`config.mk`:
```
export PLATFORM = sky130hd
export DESIGN_NAME = fifo_ctrl
export DESIGN_NICKNAME = d
export VERILOG_FILES = /design/src/rtl/fifo_ctrl.sv
export SDC_FILE = /design/constraint.sdc
export NUM_CORES = 1
export LEC_CHECK = 0
export ABC_AREA = 1
export BUFFER_PORTS_ARGS = -buffer_cell sky130_fd_sc_hd__buf_2
export CAP_MARGIN = 20
export CORE_ASPECT_RATIO = 2
export CORE_UTILIZATION = 35
export CTS_BUF_LIST = sky130_fd_sc_hd__clkbuf_4 sky130_fd_sc_hd__clkbuf_8
export DETAILED_ROUTE_END_ITERATION = 7
export SLEW_MARGIN = 20
export SYNTH_ARGS = -nofsm -noshare
export SYNTH_HDL_FRONTEND = slang
export SYNTH_SLANG_ARGS = --single-unit
export TNS_END_PERCENT = 10
```
`constraint.sdc`:
```
create_clock -name Clk -period 4.7 [get_ports Clk]
set_input_delay 0.94 -clock Clk [delete_from_list [all_inputs] [get_ports Clk]]
set_output_delay 0.94 -clock Clk [all_outputs]
set_load 0.01 [all_outputs]
```
`src/rtl/fifo_ctrl.sv`:
```
// Pointer/flag controller for a 2**ADD_WIDTH-entry FIFO register file.
// Turns push/pop requests into write enable and addresses, and keeps registered occupancy flags.
module fifo_ctrl #(
    parameter int ADD_WIDTH = 3,
    parameter int AF_THRESH = 6,
    parameter int AE_THRESH = 1
) (
    input  logic                 Clk,
    input  logic                 Reset_n,
    input  logic                 Wr,
    input  logic                 Rd,
    output logic                 W_en,
    output logic [ADD_WIDTH-1:0] W_addr,
    output logic [ADD_WIDTH-1:0] R_addr,
    output logic                 Full,
    output logic                 Empty,
    output logic                 Almost_full,
    output logic                 Almost_empty,
    output logic [ADD_WIDTH:0]   Count,
    output logic                 Overflow,
    output logic                 Underflow
);

    localparam int PW = ADD_WIDTH + 1;
    localparam logic [PW-1:0] AF_T = PW'(AF_THRESH);
    localparam logic [PW-1:0] AE_T = PW'(AE_THRESH);

    logic [PW-1:0] wptr_q, wptr_d;
    logic [PW-1:0] rptr_q, rptr_d;
    logic [PW-1:0] count_q, count_d;
    logic          full_q, full_d;
    logic          empty_q, empty_d;
    logic          af_q, af_d;
    logic          ae_q, ae_d;
    logic          ovf_q, ovf_d;
    logic          udf_q, udf_d;
    logic          wr_ok, rd_ok;

    // A push into a full FIFO is allowed when a pop frees the head slot in the same cycle.
    assign rd_ok = Rd & ~empty_q;
    assign wr_ok = Wr & (~full_q | Rd);

    always_comb begin
        wptr_d  = wptr_q + PW'(wr_ok);
        rptr_d  = rptr_q + PW'(rd_ok);
        count_d = count_q + PW'(wr_ok) - PW'(rd_ok);
        // Flags come from next-state pointers so they line up with the pointers they describe.
        full_d  = (wptr_d[ADD_WIDTH-1:0] == rptr_d[ADD_WIDTH-1:0]) &&
                  (wptr_d[ADD_WIDTH] != rptr_d[ADD_WIDTH]);
        empty_d = (wptr_d == rptr_d);
        af_d    = (count_d >= AF_T);
        ae_d    = (count_d <= AE_T);
        ovf_d   = Wr & full_q & ~Rd;
        udf_d   = Rd & empty_q;
    end

    always_ff @(posedge Clk or negedge Reset_n) begin
        if (!Reset_n) begin
            wptr_q  <= '0;
            rptr_q  <= '0;
            count_q <= '0;
            full_q  <= 1'b0;
            empty_q <= 1'b1;
            af_q    <= 1'b0;
            ae_q    <= 1'b1;
            ovf_q   <= 1'b0;
            udf_q   <= 1'b0;
        end else begin
            wptr_q  <= wptr_d;
            rptr_q  <= rptr_d;
            count_q <= count_d;
            full_q  <= full_d;
            empty_q <= empty_d;
            af_q    <= af_d;
            ae_q    <= ae_d;
            ovf_q   <= ovf_d;
            udf_q   <= udf_d;
        end
    end

    assign W_en         = wr_ok;
    assign W_addr       = wptr_q[ADD_WIDTH-1:0];
    assign R_addr       = rptr_q[ADD_WIDTH-1:0];
    assign Full         = full_q;
    assign Empty        = empty_q;
    assign Almost_full  = af_q;
    assign Almost_empty = ae_q;
    assign Count        = count_q;
    assign Overflow     = ovf_q;
    assign Underflow    = udf_q;

endmodule

```
=== Word level (Yosys, flattened, before mapping) ===
Cells that the tools add are included.

* Register bits after elaboration: 18
* Input port bits: 4
* Output and inout port bits: 17
* Logic and storage cells: 28

* $add $sub $neg: 4
* Order comparisons: 2
* Equality and inequality tests: 3
* Bitwise logic cells: 9
* Reductions and logical operators: 1

{| class="wikitable"
|+ Operators by type and width
! kind !! count
|-
| $add 4x1->4 || 3
|-
| $and 1x1->1 || 5
|-
| $eq 4x4->1 || 1
|-
| $ge 4x3->1 const B || 1
|-
| $le 4x1->1 const B || 1
|-
| $sub 4x1->4 || 1
|-
| $eq 3x3->1 || 1
|-
| $not 1->1 || 3
|-
| $logic_and 1x1->1 || 1
|-
| $ne 1x1->1 || 1
|-
| $or 1x1->1 || 1
|}

=== Longest topological paths before layout ===
* Word-level depth: 6
* Mapped depth: 10
* Depth with buffers taken out: 10

=== Worst setup path after synthesis ===
Ideal clock, no wire load.

* Path kind: input port to flip-flop
* From: input port Rd
* To: register ae_q, in the netlist Almost_empty
* Setup time: 0.067 ns
* Data arrival time: 2.403 ns
* Data required time: 4.633 ns
* Slack: 2.229 ns
* Stages on the path: 8
* Path buffers: 0
* Cells stage by stage: inv_1 -> a21boi_0 -> ha_1 -> inv_1 -> fa_1 -> xor2_1 -> nand2_1 -> nor2_1

* Word-level cells in the longest chain between the ends: 5
* Elaborated cells between the ends (all ways): 6
* Those cells by class: 2 x add/sub; 1 x order compare; 3 x bitwise

{| class="wikitable"
|+ Ends and longest elaborated chain
! item !! line !! source
|-
| start, declared || 11 || <nowiki>input logic Rd,</nowiki>
|-
| $or 1x1->1 || 41 || <nowiki>assign wr_ok = Wr & (~full_q | Rd);</nowiki>
|-
| $and 1x1->1 || 41 ||
|-
| net W_en || 12 || <nowiki>output logic W_en,</nowiki>
|-
| $add 4x1->4 || 46 || <nowiki>count_d = count_q + PW'(wr_ok) - PW'(rd_ok);</nowiki>
|-
| $sub 4x1->4 || 46 ||
|-
| $le 4x1->1 || 52 || <nowiki>ae_d = (count_d <= AE_T);</nowiki>
|-
| net ae_d || 34 || <nowiki>logic ae_q, ae_d;</nowiki>
|-
| end signal, assigned || 65 || <nowiki>ae_q <= 1'b1;</nowiki>
|-
| end signal, assigned || 75 || <nowiki>ae_q <= ae_d;</nowiki>
|-
| end, declared || 34 ||
|}

The timed path passes the listed nets, and every way through them passes these cells.

=== Final worst setup path ===
* From: input port Rd
* To: output port W_en

* Word-level cells in the longest chain between the ends: 2

{| class="wikitable"
|+ Ends and longest elaborated chain
! item !! line
|-
| $or 1x1->1 || 41
|-
| $and 1x1->1 || 41
|-
| end, declared || 12
|}

No other way between the ends.

==> metrics.md <==
| Metric | Value |
|---|---|
| Synth cell count leaders | `nand2_1, inv_1, dfrtp_1` |
| Final Hold Viols | `0` |
| Filler instances | `290` |
| Nature of the critical path endpoint | `output port` |
| DIE WIDTH | `39.2 µm` |
| PwrDens | `743 nW/µm²` |
| Final setup margin | `roughly 2.1 ns` |
| Initial core utilization | `37.2%` |
| RSZ-0062 raised after global routing | `false` |
| Sink Count | `18` |
| Row count | `26` |
| Grt ovf | `0` |
| Fin nets | `145` |
| Pins over their slew limit | `0` |
| Fin area | `1100 µm²` |
| CP Cell Sequence | `buf_2 -> inv_1 -> a21boi_0 -> buf_2` |
| Vias in the first global route | `727` |
| Synthesis-to-layout area growth | `13.6%` |
| Footprint of the multi-input gates | `between 300 and 400 µm²` |
| Syn_nets | `126` |
| Final wirelength | `1720 µm` |
| Fin crit share | `between 50% and 60%` |
| Storage cell area | `approximately 450 µm²` |
| Final setup fails | `0` |
| Synth Register Bits | `18` |
| CTS buffer count | `3` |
| Number of distinct library cells after synthesis | `16` |
| Full die area | `between 2000 and 3000 µm²` |
| Largest stage delay, worst path | `roughly 0.34 ns` |
| Routed len/inst | `10.9 µm` |
| Rel. slew slack | `approximately 73%` |
| Share of cells above drive strength 1 | `between 20 and 25%` |
| CTS Root Cell | `clkbuf_8` |
| CP required | `3.76 ns` |
| WS Path Type | `in -> out` |
| CP most frequent cell | `buf_2` |
| Placed Area | `1060 µm²` |
| Max IR drop VDD | `0.277 mV` |
| Yosys top cell by area | `dfrtp_1` |
| Vias | `755` |
| Critical Path AT | `around 1.7 ns` |
| Clock Skews | `~0.00073 ns` |
| Yosys warnings | `0` |
| Crit path max-delay family | `buffers and inverters` |
| Post-synth top flop | `dfrtp_1` |
| 1st-pass router iterations | `4` |
| Hpwl dp | `~1400 µm` |
| Postcts setup bufs | `0` |
| Initial antenna violation count | `0` |
| Hold_buf cts | `0` |
| Mapped cell area | `968 µm²` |
| Register area share after synthesis | `46.8%` |
| Worst Hold Margin | `0.505 ns` |
| Resized Gates After CTS | `0` |
| Syn Inst Count | `113` |
| Crit-path max FO | `3` |
| Num ports | `21` |
| CTS max path bufs | `2` |
| MaxCap Viol Count | `0` |
| Gpl congestion | `0.756` |
| Total global-route track usage | `13.2%` |
| Latest clock arrival within the worst-skew pair | `0.25 ns` |
| Die H | `about 76 µm` |
| First-pass GRT wire length | `2790 µm` |
| H-tree levels | `1` |
| CP max stage cell | `a21boi_0` |
| Post-synth EDFFs | `0` |
| Yosys top cell area share | `41.3%` |
| Main area contributors after synthesis | `dfrtp_1, nand2_1, ha_1` |
| Setup TNS | `0 ns` |
| Antenna cells | `0` |
| Crit path time final | `2.59 ns` |
| Post-synthesis async set-or-reset flop share | `100%` |
| Clk pin slew, worst setup/hold paths | `approximately 0.06 ns` |
| Drt via density | `4.78` |
| TritonCTS clock tree | `done` |
| Pwr Total | `0.000818 W` |
| Buffers added on ports | `20` |
| Pre-CTS WS | `2.07 ns` |
| Slew @ Worst Pin | `0.403 ns` |
| Pleak | `~0.63 nW` |
| WP buf/inv | `3` |
| Residual DRC count | `0` |
| Most common cell in the netlist | `nand2_1` |
| Core box area | `2600 µm²` |
| Max Clock Freq | `0.387 GHz` |
| DRT iter0 DRCs | `9` |
| Outcome | `completed` |
| Largest net degree at the start of global routing | `19` |
| Final ANT Viol Nets | `0` |
| Post-Syn Area per Cell | `8.57 µm²` |
| Startpoint types | `input port` |
| Hold Path Class | `reg -> reg` |
[registers in the layout, indices dropped and copies added (netlist names)]
| name | flops |
|---|---|
| rptr_q | 4 |
| Almost_empty | 1 |
| Underflow | 1 |
| Almost_full | 1 |
| Full | 1 |
| Empty | 1 |
| Count | 4 |
| Overflow | 1 |
| wptr_q | 4 |
[path summary, 6_finish.rpt]
check                        start            to  cells past startpoint  slack, ns
min reg2reg                  Empty     Underflow                      2       0.50
max                             Rd          W_en                      4       2.11
max reg2reg                  Empty  Almost_empty                      9       2.73
max in group asynchronous  Reset_n         Empty                      1       3.76
min in group asynchronous  Reset_n   Almost_full                      1       0.61
min                          Empty     Underflow                      2       0.50
[area by class of cell]
type                    count  area share [%]
well taps                  28            3.19
flip-flops and latches     18            41.2
clock buffers               3            3.75
repair buffers             20            9.10
multi-input cells          70            36.3
inverters                  19            6.48
[layout by cell type (no fill, tap or decap), drive strengths merged, types with 2 or more instances in the layout]
| master | count |
|---|---|
| inv | 19 |
| ha | 8 |
| nand2 | 38 |
| xor2 | 2 |
| nand4 | 4 |
| nand3 | 5 |
| dfstp | 2 |
| clkbuf | 3 |
| dfrtp | 16 |
| nor2 | 8 |
| buf | 20 |
[metrics by stage]
step,cells,utilization (%)
2_1_floorplan,113,-
3_3_place_gp,155,40.7
3_5_place_dp,155,40.7
4_1_cts,158,42.3
5_1_grt,158,42.3
6_report,158,42.3
[metal layers]
metal  vias up  track usage, %  wire, µm
met5         -               0         0
met4         0            8.28        34
met3         4            1.75        67
met2        21            24.0      1000
met1       350            12.0       616
li1        380               -         -
[logic make-up after synthesis]
family | Yosys count | synth area share [%]
AOI/OAI and AO/OA | 3 | 2.07
DFF | 18 | 46.8
and+or+nand+nor | 55 | 24.0
adders and majority gates | 9 | 12.4
xor gates and xnor gates | 3 | 2.71
buffers and inverters | 25 | 12.0
[worst reg2reg max path, stage by stage, from the launching register on]
cell and delay, ns:
dfstp_2 0.54, nor2_1 0.06, ha_1 0.26, inv_1 0.06, ha_1 0.16, inv_1 0.05, fa_1 0.37, xor2_1 0.22
nand2_1 0.07, nor2_1 0.10
[report_power, final]
group	internal, W	switching (W)
clock	0.0000568	0.0000450
combinational	0.000176	0.000252
sequential	0.000228	0.0000591
total	0.000461	0.000356
No activity file was read; power rests on OpenSTA's default activity.
